[config.mk]
export PLATFORM = sky130hd
export DESIGN_NAME = oam_dma_ctrl_flat
export DESIGN_NICKNAME = d
export VERILOG_FILES = /design/src/rtl/gb_ppu_pkg.sv /design/src/rtl/oam_dma_ctrl_if.sv /design/src/rtl/oam_dma_ctrl.sv /design/src/flat_wrapper.sv
export SDC_FILE = /design/constraint.sdc
export NUM_CORES = 1
export LEC_CHECK = 0
export BUFFER_PORTS_ARGS = -buffer_cell sky130_fd_sc_hd__buf_2
export CAP_MARGIN = 40
export CELL_PAD_IN_SITES_DETAIL_PLACEMENT = 0
export CELL_PAD_IN_SITES_GLOBAL_PLACEMENT = 1
export CORE_MARGIN = 2
export CORE_UTILIZATION = 35
export DETAILED_ROUTE_END_ITERATION = 12
export PLACE_DENSITY_LB_ADDON = 0.1
export SLEW_MARGIN = 0
export SYNTH_ARGS = -nofsm -noshare
export SYNTH_HDL_FRONTEND = slang
export SYNTH_SLANG_ARGS = --single-unit
[constraint.sdc]
create_clock -name clk -period 2.96 [get_ports clk]
set_clock_uncertainty 0.1 [all_clocks]
set_input_delay 0.74 -clock clk [delete_from_list [all_inputs] [get_ports clk]]
set_output_delay 0.74 -clock clk [all_outputs]
set_load 0.02 [all_outputs]
[src/rtl/gb_ppu_pkg.sv]
// Shared definitions for the PPU-side blocks: DMA state encoding, the
// register/memory map constants used by OAM DMA, and the echo-RAM source
// page folding helper.
package gb_ppu_pkg;

    typedef enum logic {
        IDLE = 1'b0,
        XFER = 1'b1
    } DMA_STATES_t;

    localparam logic [15:0] DMA_REG_ADDR   = 16'hFF46;
    localparam logic [15:0] OAM_BASE_ADDR  = 16'hFE00;
    localparam logic [7:0]  ECHO_MIRROR_HI = 8'hE0;

    // Pages E0..FF alias work RAM at C0..DF, so the DMA reads the mirrored page.
    function automatic logic [7:0] dma_src_page(input logic [7:0] reg_val);
        return (reg_val >= ECHO_MIRROR_HI) ? (reg_val - 8'h20) : reg_val;
    endfunction

endpackage

[src/rtl/oam_dma_ctrl_if.sv]
// Bus bundle for the OAM DMA sequencer: CPU MMIO access to FF46, the
// source-read port toward the system memory mux and the OAM write port.
// The slave modport is the DMA controller's view; master is the system side.
interface oam_dma_ctrl_if;

    // CPU MMIO side
    logic [15:0] ADDR;
    logic        WR;
    logic        RD;
    logic [7:0]  MMIO_DATA_out;
    logic [7:0]  MMIO_DATA_in;

    // Bus-lock flag toward the arbiter
    logic        DMA_ACTIVE;

    // Source read port (1-cycle synchronous memory behind the mux)
    logic        DMA_RD;
    logic [15:0] DMA_SRC_ADDR;
    logic [7:0]  DMA_SRC_DATA;

    // OAM write port
    logic        OAM_WR;
    logic [7:0]  OAM_ADDR;
    logic [7:0]  OAM_DATA;

    modport slave (
        input  ADDR,
        input  WR,
        input  RD,
        input  MMIO_DATA_out,
        output MMIO_DATA_in,
        output DMA_ACTIVE,
        output DMA_RD,
        output DMA_SRC_ADDR,
        input  DMA_SRC_DATA,
        output OAM_WR,
        output OAM_ADDR,
        output OAM_DATA
    );

    modport master (
        output ADDR,
        output WR,
        output RD,
        output MMIO_DATA_out,
        input  MMIO_DATA_in,
        input  DMA_ACTIVE,
        input  DMA_RD,
        input  DMA_SRC_ADDR,
        output DMA_SRC_DATA,
        input  OAM_WR,
        input  OAM_ADDR,
        input  OAM_DATA
    );

endinterface

[src/rtl/oam_dma_ctrl.sv]
// OAM DMA sequencer. A CPU write to FF46 copies OAM_LEN bytes from page
// {FF46, 8'h00} into OAM, one byte every BYTE_CYCLES clocks:
//   phase 0           : issue source read at {src_hi, idx}
//   phase 1           : capture returned source byte
//   phase BYTE_CYCLES-1: write captured byte to OAM[idx]
// A new FF46 write at any time restarts the copy from byte 0; it wins over
// the completion of the final byte. DMA_ACTIVE doubles as the bus-lock flag.
module oam_dma_ctrl
    import gb_ppu_pkg::*;
#(
    parameter int BYTE_CYCLES = 4,
    parameter int OAM_LEN     = 160
) (
    input logic           clk,
    input logic           rst,
    oam_dma_ctrl_if.slave bus
);

    localparam logic [3:0] LAST_PHASE = 4'(BYTE_CYCLES - 1);
    localparam logic [7:0] LAST_IDX   = 8'(OAM_LEN - 1);

    DMA_STATES_t state_q, state_d;
    logic [7:0]  ff46_q, ff46_d;
    logic [7:0]  src_hi_q, src_hi_d;
    logic [7:0]  idx_q, idx_d;
    logic [3:0]  phase_q, phase_d;
    logic [7:0]  buf_q, buf_d;
    logic [15:0] src_addr_q, src_addr_d;
    logic [7:0]  oam_addr_q, oam_addr_d;
    logic [7:0]  oam_data_q, oam_data_d;

    logic        trigger;
    logic        rd_pulse;
    logic        wr_pulse;

    // Decode the FF46 write and the per-byte strobe phases.
    always_comb begin
        trigger  = bus.WR && (bus.ADDR == DMA_REG_ADDR);
        rd_pulse = (state_q == XFER) && (phase_q == 4'd0);
        wr_pulse = (state_q == XFER) && (phase_q == LAST_PHASE);
    end

    // Next-state logic: byte sequencing, buffering and FF46 restart.
    always_comb begin
        state_d    = state_q;
        ff46_d     = ff46_q;
        src_hi_d   = src_hi_q;
        idx_d      = idx_q;
        phase_d    = phase_q;
        buf_d      = buf_q;
        src_addr_d = src_addr_q;
        oam_addr_d = oam_addr_q;
        oam_data_d = oam_data_q;

        case (state_q)
            IDLE: begin
                phase_d = 4'd0;
            end
            XFER: begin
                if (phase_q == 4'd1) begin
                    buf_d = bus.DMA_SRC_DATA;
                end
                if (phase_q == LAST_PHASE) begin
                    phase_d = 4'd0;
                    if (idx_q == LAST_IDX) begin
                        state_d = IDLE;
                        idx_d   = 8'd0;
                    end else begin
                        idx_d = idx_q + 8'd1;
                    end
                end else begin
                    phase_d = phase_q + 4'd1;
                end
            end
            default: begin
                state_d = IDLE;
            end
        endcase

        // Remember the last presented addresses/data so the ports hold between strobes.
        if (rd_pulse) begin
            src_addr_d = {src_hi_q, idx_q};
        end
        if (wr_pulse) begin
            oam_addr_d = idx_q;
            oam_data_d = buf_q;
        end

        // A register write always (re)starts the copy, even on the last byte.
        if (trigger) begin
            ff46_d   = bus.MMIO_DATA_out;
            src_hi_d = dma_src_page(bus.MMIO_DATA_out);
            idx_d    = 8'd0;
            phase_d  = 4'd0;
            state_d  = XFER;
        end
    end

    // State and datapath registers; reset drops the transfer immediately.
    always_ff @(posedge clk or negedge rst) begin
        if (!rst) begin
            state_q    <= IDLE;
            ff46_q     <= 8'h00;
            src_hi_q   <= 8'h00;
            idx_q      <= 8'd0;
            phase_q    <= 4'd0;
            buf_q      <= 8'h00;
            src_addr_q <= 16'h0000;
            oam_addr_q <= 8'h00;
            oam_data_q <= 8'h00;
        end else begin
            state_q    <= state_d;
            ff46_q     <= ff46_d;
            src_hi_q   <= src_hi_d;
            idx_q      <= idx_d;
            phase_q    <= phase_d;
            buf_q      <= buf_d;
            src_addr_q <= src_addr_d;
            oam_addr_q <= oam_addr_d;
            oam_data_q <= oam_data_d;
        end
    end

    // Output drive: strobes come straight from state/phase so reset kills them at once.
    always_comb begin
        bus.MMIO_DATA_in = (bus.ADDR == DMA_REG_ADDR) ? ff46_q : 8'hFF;
        bus.DMA_ACTIVE   = (state_q == XFER);
        bus.DMA_RD       = rd_pulse;
        bus.DMA_SRC_ADDR = rd_pulse ? {src_hi_q, idx_q} : src_addr_q;
        bus.OAM_WR       = wr_pulse;
        bus.OAM_ADDR     = wr_pulse ? idx_q : oam_addr_q;
        bus.OAM_DATA     = wr_pulse ? buf_q : oam_data_q;
    end

endmodule

[src/flat_wrapper.sv]
// flat-port wrapper written by rule: the top's interface ports become plain ports
module oam_dma_ctrl_flat import gb_ppu_pkg::*;
#(
    parameter int BYTE_CYCLES = 4,
    parameter int OAM_LEN     = 160
)
  (clk, rst, bus_ADDR, bus_WR, bus_RD, bus_MMIO_DATA_out, bus_MMIO_DATA_in, bus_DMA_ACTIVE, bus_DMA_RD, bus_DMA_SRC_ADDR, bus_DMA_SRC_DATA, bus_OAM_WR, bus_OAM_ADDR, bus_OAM_DATA);
  oam_dma_ctrl_if bus_i ();
  input logic clk;
  input logic rst;
  input wire logic [$bits(bus_i.ADDR)-1:0] bus_ADDR;
  input wire logic [$bits(bus_i.WR)-1:0] bus_WR;
  input wire logic [$bits(bus_i.RD)-1:0] bus_RD;
  input wire logic [$bits(bus_i.MMIO_DATA_out)-1:0] bus_MMIO_DATA_out;
  output wire logic [$bits(bus_i.MMIO_DATA_in)-1:0] bus_MMIO_DATA_in;
  output wire logic [$bits(bus_i.DMA_ACTIVE)-1:0] bus_DMA_ACTIVE;
  output wire logic [$bits(bus_i.DMA_RD)-1:0] bus_DMA_RD;
  output wire logic [$bits(bus_i.DMA_SRC_ADDR)-1:0] bus_DMA_SRC_ADDR;
  input wire logic [$bits(bus_i.DMA_SRC_DATA)-1:0] bus_DMA_SRC_DATA;
  output wire logic [$bits(bus_i.OAM_WR)-1:0] bus_OAM_WR;
  output wire logic [$bits(bus_i.OAM_ADDR)-1:0] bus_OAM_ADDR;
  output wire logic [$bits(bus_i.OAM_DATA)-1:0] bus_OAM_DATA;
  assign bus_i.ADDR = bus_ADDR;
  assign bus_i.WR = bus_WR;
  assign bus_i.RD = bus_RD;
  assign bus_i.MMIO_DATA_out = bus_MMIO_DATA_out;
  assign bus_MMIO_DATA_in = bus_i.MMIO_DATA_in;
  assign bus_DMA_ACTIVE = bus_i.DMA_ACTIVE;
  assign bus_DMA_RD = bus_i.DMA_RD;
  assign bus_DMA_SRC_ADDR = bus_i.DMA_SRC_ADDR;
  assign bus_i.DMA_SRC_DATA = bus_DMA_SRC_DATA;
  assign bus_OAM_WR = bus_i.OAM_WR;
  assign bus_OAM_ADDR = bus_i.OAM_ADDR;
  assign bus_OAM_DATA = bus_i.OAM_DATA;
  oam_dma_ctrl #(.BYTE_CYCLES(BYTE_CYCLES), .OAM_LEN(OAM_LEN)) u_core (.clk(clk), .rst(rst), .bus(bus_i));
endmodule
==> run metrics, run 1 <==
result of the run finished clean; worst reg2reg path startpoint u_core.idx_q[0]; RSZ-0062 raised after global routing true; top-area cell type share of the netlist area 0.586; GRT overflow 0; switching pwr just under 500 uW; final design utilization 0.460; number of I/O port buffers 77; share of final-layout standard cells stronger than drive strength 1 0.419; flop and latch count out of synthesis 64; Pins Over Slew Limit 0; path type of the worst setup path in -> out; post-placement worst setup slack -0.0517 ns; first-pass GRT wire length between 9000 and 10000 um; count of nets after finishing 365; number of distinct library cell variants in the gate-level netlist after synthesis 30; initial standard-cell utilization of the core 0.357; die height between 90 and 100 um; Worst-path clk slew 0.07 ns; number of iterations in the first detailed-routing pass 4; critical path launch point type input pin; slowest stage delay, CP 0.53 ns; placed inst area 0.00329 mm^2; number of cells on the critical path 6; violation count after the first detailed-routing iteration 70; most instantiated flip-flop cell in the synthesis netlist dfrtp_1; Boundary Pins 79; sum of routed wire length over all layers about 5700 um; final setup violation count 0; Min Clock Period, post-route approximately 2.9 ns; antenna violations before repair 0; final worst setup slack approximately 0.045 ns; number of inserted diodes 0; number of enable flip-flop cells after synthesis 0; Syn. warnings 0; Clock Power Share 0.381; maximum VDD drop roughly 0.00022 V; Pwr Density ~530 mW/mm^2; Worst-Skew Late Latency around 0.33 ns; source of the critical timing path bus_ADDR[5]; flop2flop setup slack roughly 1.3 ns; number of design rule violations left after detail routing 0; cell-by-cell listing of the critical path buf_6, or4b_4, nor4_4, buf_4, or2b_1, buf_2; post-synth top area cell dfrtp_1; routability congestion estimate from global placement 0.713; critical path endpoint category primary output; sequential area share after synthesis 0.586; final instance count without filler cells roughly 430; total design power roughly 1.9 mW; cell with the largest stage delay on the worst path or4b_4; Num Clock Sinks 64; floorplan die area ~0.0085 mm^2; Req. time, crit path around 2.1 ns; Post-Layout Inst Area 0.00352 mm^2; highest achievable clock rate between 0.3 and 0.4 GHz; largest net degree at the start of global routing 34; synthesized netlist net count 275; standard-cell row count 32; placed wire-length estimate after detailed placement roughly 4000 um; number of buffers and inverters on the critical path 3; Pleak about 1.8 nW; share of flip-flops with an asynchronous set or reset after synthesis 1.00; Chip Width 92.3 um; routed via count around 2000; # fillers roughly 770; critical path capture point bus_MMIO_DATA_in[1]; maximum level of the CTS H-tree 3; cts-stage hold buffer count 0; global routing usage summed across all routing layers 0.144; maximum clock insertion buffer count 2; crit-path max FO 4; cell-internal power between 1 and 1.5 mW; Via-to-Cell Ratio 4.56; sequential share of power 0.510; remaining number of nets flagged by the antenna check after routing 0; number of instances in the placed design a little over 400; count of buffers added by post-CTS timing repair for setup 0; Fin Hold WS roughly 0.36 ns; number of global-route vias before repair roughly 2000; leading cell types by total area after synthesis dfrtp_1 (59%), mux2_2 (14%), nand2_1 (8.0%); switching part of the total 0.261; max-slew headroom at the worst pin 0.517; kind of cell adding the most delay to the critical path simple AND/OR/NAND/NOR gates; part of the power in combinational logic 0.109; share of the clock period used by the worst path 0.985; Arr. time, crit path between 2 and 2.5 ns; max-cap violation count 0; drt wl/cell 13.3 um; area growth from synthesis to layout 28.8%; total standard cell area after synthesis 0.00273 mm^2; final total negative setup slack 0 ns; CTS tree built; path type of the worst min-delay path in -> async; Root Driver clkbuf_8; Avg Synthesized Cell Area approximately 12 um^2; slew at the pin with the worst max-slew slack 0.725 ns; area of the placeable core between 0.007 and 0.008 mm^2; clock buffers created by TritonCTS 9; count of endpoints failing hold in the final timing report 0; Reg-to-Reg End u_core.bus.DMA_ACTIVE; number of cells on the worst reg-to-reg path 5; number of standard cells after synthesis roughly 230
## cell usage after synthesis, types with 2 or more instances
| cell | n |
|---|---|
| dfrtp_1 | 64 |
| nand2_1 | 58 |
| mux2_2 | 33 |
| nor2_1 | 9 |
| or2b_1 | 8 |
| and3_1 | 6 |
| clkbuf_1 | 6 |
| inv_1 | 6 |
| a21oi_1 | 5 |
| ha_1 | 5 |
| nand3_1 | 5 |
| nand4_1 | 4 |
| nor3_1 | 3 |
| xor2_1 | 3 |
| a31oi_1 | 2 |
| mux2_1 | 2 |
| nand4bb_1 | 2 |
## flip-flops by register name, indices dropped and copies added, names as in the netlist
register,flops
u_core.buf_q,8
u_core.bus.DMA_ACTIVE,1
u_core.ff46_q,3
u_core.idx_q,8
u_core.oam_addr_q,8
u_core.oam_data_q,8
u_core.phase_q,4
u_core.src_addr_q,16
u_core.src_hi_q,8
## cells in the final DEF (no fill, tap or decap)
master      Yosys  routed
and4_1          1       1
a31oi_1         2       2
clkbuf_8        0       9
dfrtp_1        64      64
xor2_1          3       3
clkinvlp_4      0       2
nor2_1          9       9
nor4_4          1       1
mux2_2         33      33
nor3_1          3       3
a21oi_1         5       5
clkbuf_1        6       1
bufinv_16       0       1
buf_2           0      70
nand3_1         5       5
o31ai_1         1       1
or2b_1          8       8
nand4bb_1       2       2
nand4_1         4       4
buf_6           1       7
ha_1            5       5
or4b_4          1       1
buf_4           0      10
clkinv_2        0       3
mux2i_1         1       1
o21ai_0         1       1
inv_1           6       6
mux2_1          2       2
o2bb2a_1        1       1
xnor2_1         1       1
and3_1          6       6
nand2_1        58      58
o22ai_1         1       1
and2_1          1       1
buf_12          0       1
## layer usage
metal	vias to the layer above	GRT usage	routed length, um
met5	-	0	0
met3	9	0.0399	291
li1	969	-	-
met2	46	0.213	2550
met1	942	0.199	2790
met4	0	0.0634	106
## power groups by stage
stage                     combinational, mW  sequential, mW  clock (mW)
after floorplan                       0.119           0.965           0
after global placement                0.205           0.976           0
after detailed placement              0.208           0.978           0
after CTS                             0.209           0.961       0.743
after global routing                  0.229           0.966       0.779
final                                 0.204           0.960       0.717
## cell families (layout without fill, tap and decap cells)
group,count (synthesis),in the layout,synth area share
mux,36,36,0.148
simple gates,99,99,0.178
buf+inv,15,110,0.0275
fa+ha+maj,5,5,0.0229
flops,64,64,0.586
compound gates,11,11,0.0243
xor+xnor,4,4,0.0128
## worst min-delay path by stage
| stage | start | end |
|---|---|---|
| after floorplan | rst | u_core.buf_q[0] |
| after global placement | u_core.oam_addr_q[2] | u_core.oam_addr_q[2] |
| after detailed placement | u_core.oam_data_q[3] | u_core.oam_data_q[3] |
| after CTS | rst | u_core.ff46_q[5] |
| after global routing | u_core.oam_addr_q[0] | u_core.oam_addr_q[0] |
| final | rst | u_core.src_hi_q[7] |
## area by class of cell
| type | instances | area [um^2] | share of cell area |
|---|---|---|---|
| Tap cell | 102 | 128 | 0.0363 |
| Clock inverter | 6 | 60.1 | 0.0171 |
| Clock buffer | 10 | 128 | 0.0363 |
| Sequential cell | 64 | 1600 | 0.455 |
| Multi-Input combinational cell | 155 | 1050 | 0.300 |
| Timing Repair Buffer | 88 | 524 | 0.149 |
| Inverter | 6 | 22.5 | 0.00640 |
## what timing repair did
| action | in CTS | in global routing |
|---|---|---|
| endpoints found under the hold margin | 0 | 0 |
| pin swaps | 1 | 0 |
| gates resized for setup | 0 | 13 |
| cloned | 0 | 0 |
| setup endpoints to repair | 8 | 8 |
Power figures use the tool's default switching activity.
==> run 2, diff against run 1 <==
- clock period: 2.96 -> 3.6 ns (I/O delays scaled with it)
==> run 2 against run 1 <==
Final cell count decreased by 0.70%. Wire length up 0.31%. Count of clock-buffer cells in the layout grew 1. Sequential power fell by 18%. Cell area is 1.7% lower. Die area unchanged. First-iteration DRC count shrank 33%. Sequential share of layout area up 0.79 points. Combinational power shrank 19%. Global-route usage is 0.31 points higher.
==> run metrics, run 2 (same netlist as run 1, synthesis figures left out) <==
result of the run finished clean; Req. time, crit path 2.60 ns (+0.48 ns); maximum level of the CTS H-tree 3 (unchanged); global routing usage summed across all routing layers 0.148 (+0.00312); crit-path max FO 6 (+2); number of inserted diodes 0 (unchanged); final design utilization 0.452 (-0.00785); worst-case hold path end point u_core.oam_addr_q[1]; die height 92.3 um (unchanged); commonest non-fill, non-tap cell in the layout buf_2; Hold Startpoint u_core.oam_addr_q[1]; met3 layer wire length in the routed design 324 um (+11%); post-placement worst setup slack 0.267 ns (+0.318 ns); Pleak 1.78 nW (-1.9%); antenna violations before repair 0 (unchanged); number of buffers and inverters on the critical path 3 (unchanged); critical path launch point type input pin; standard-cell row count 32 (unchanged); kind of cell adding the most delay to the critical path simple AND/OR/NAND/NOR gates; Root Driver clkbuf_8; initial standard-cell utilization of the core 0.357 (unchanged); commonest cells after routing, fill and taps aside buf_2 (77), dfrtp_1 (64), nand2_1 (58), mux2_2 (33), clkbuf_8 (11); total met2 wirelength after detailed routing 2570 um (+0.59%); final total negative setup slack 0 ns (unchanged); Boundary Pins 79 (unchanged); count of buffers added by post-CTS timing repair for setup 0 (unchanged); Worst-Skew Late Latency 0.33 ns (about the same); floorplan die area 0.00853 mm^2 (unchanged); slew at the pin with the worst max-slew slack 0.491 ns (-0.235 ns); GRT overflow 0 (unchanged); drt wl/cell 13.5 um (+1.0%); max-cap violation count 0 (unchanged); CTS tree built; count of nets after finishing 362 (-0.82%); Num Clock Sinks 64 (unchanged); Largest Register u_core.src_addr_q; path type of the worst min-delay path reg -> reg; area growth from synthesis to layout 26.6%; share of the clock period used by the worst path 0.920; clock buffers created by TritonCTS 9 (unchanged); sum of routed wire length over all layers 5760 um (+0.31%); Via-to-Cell Ratio 4.61 (+1.1%); Min Clock Period, post-route 3.31 ns; number of cells on the worst reg-to-reg path 7 (+2); number of global-route vias before repair 1980 (-0.95%); critical path endpoint category primary output; violation count after the first detailed-routing iteration 47 (-33%); Crit path top cell by count buf_2; Post-Route M1 WL 2770 um (-0.90%); routed via count 1973 (+0.36%); max-slew headroom at the worst pin 0.673 (+0.156); RSZ-0062 raised after global routing false; Reg-to-Reg End u_core.idx_q[4]; flop2flop setup slack 1.71 ns (+0.38 ns); post-CTS sizing 0 (unchanged); remaining number of nets flagged by the antenna check after routing 0 (unchanged); Worst-path clk slew 0.07 ns (about the same); routability congestion estimate from global placement 0.745 (+4.4%); share of final-layout standard cells stronger than drive strength 1 0.417 (-0.00227); maximum VDD drop 0.000171 V (-24%); maximum clock insertion buffer count 2 (unchanged); Arr. time, crit path 2.31 ns (+0.23 ns); slowest stage delay, CP 0.53 ns (about the same); placed wire-length estimate after detailed placement 4130 um (+0.44%); number of iterations in the first detailed-routing pass 4 (unchanged); Pins Over Slew Limit 0 (unchanged); final setup violation count 0 (unchanged); path type of the worst setup path in -> out; Chip Width 92.3 um (unchanged); Worst Hold Depth 2; first-pass GRT wire length 9730 um (+1.3%); cts-stage hold buffer count 0 (unchanged); cell with the largest stage delay on the worst path or4b_4; highest metal used met4; total design power 1.59 mW (-16%); cell-by-cell listing of the critical path buf_2, or4b_4, nor4_4, buf_4, or2b_1, buf_2; final worst setup slack 0.286 ns (+0.241 ns); number of design rule violations left after detail routing 0 (unchanged); # fillers 771 (+0.65%); highest achievable clock rate roughly 0.30 GHz; worst reg2reg path startpoint u_core.phase_q[0]; Pwr Density 458 mW/mm^2 (-14%); area of the placeable core 0.00765 mm^2 (unchanged); largest net degree at the start of global routing 25 (-26%); number of flip-flops in the largest register 16 (unchanged); number of I/O port buffers 77 (unchanged); count of endpoints failing hold in the final timing report 0 (unchanged)
-- run 2: how the worst max path moves through the flow --
stage                     slack (ns)  cells after the start                  end   startpoint
final                           0.29                      6  bus_MMIO_DATA_in[5]  bus_ADDR[5]
after global routing            0.20                      6  bus_MMIO_DATA_in[5]  bus_ADDR[5]
after CTS                       0.26                      6  bus_MMIO_DATA_in[5]  bus_ADDR[5]
after detailed placement        0.27                      6  bus_MMIO_DATA_in[5]  bus_ADDR[5]
after global placement          0.27                      6  bus_MMIO_DATA_in[7]  bus_ADDR[5]
after floorplan                 0.51                      3  bus_MMIO_DATA_in[0]  bus_ADDR[5]
-- run 2: area by class of cell --
type	count	area [um^2]	area share
Sequential cell	64	1600	0.463
Timing Repair Buffer	85	445	0.129
Multi-Input combinational cell	155	1050	0.305
Clock inverter	5	55.1	0.0159
Clock buffer	11	151	0.0438
Tap cell	102	128	0.0369
Inverter	6	22.5	0.00651
-- run 2: routing by layer --
layer  track usage  vias to the layer above
li1              -                      965
met1         0.199                      951
met2         0.221                       47
met3        0.0415                       10
met4        0.0672                        0
met5             0                        -
-- run 2: through the flow --
stage	hold WS, ns	area, um^2	std cells
final	0.372	3460	428
after global routing	0.387	3460	428
after CTS	0.377	3460	428
after detailed placement	0.359	3250	412
after global placement	0.351	3250	412
after floorplan	0.352	2730	234
-- run 2: report_power, final --
group          internal (mW)  switching (mW)
sequential             0.761          0.0283
clock                  0.355           0.276
combinational         0.0650           0.101
total                   1.18           0.405
-- run 2: tightest hold or removal path: cells and delay by family (launching register included) --
kind / cells / cell delay (ns)
flip-flops: 1 / 0.32
AND/OR/NAND/NOR: 2 / 0.11
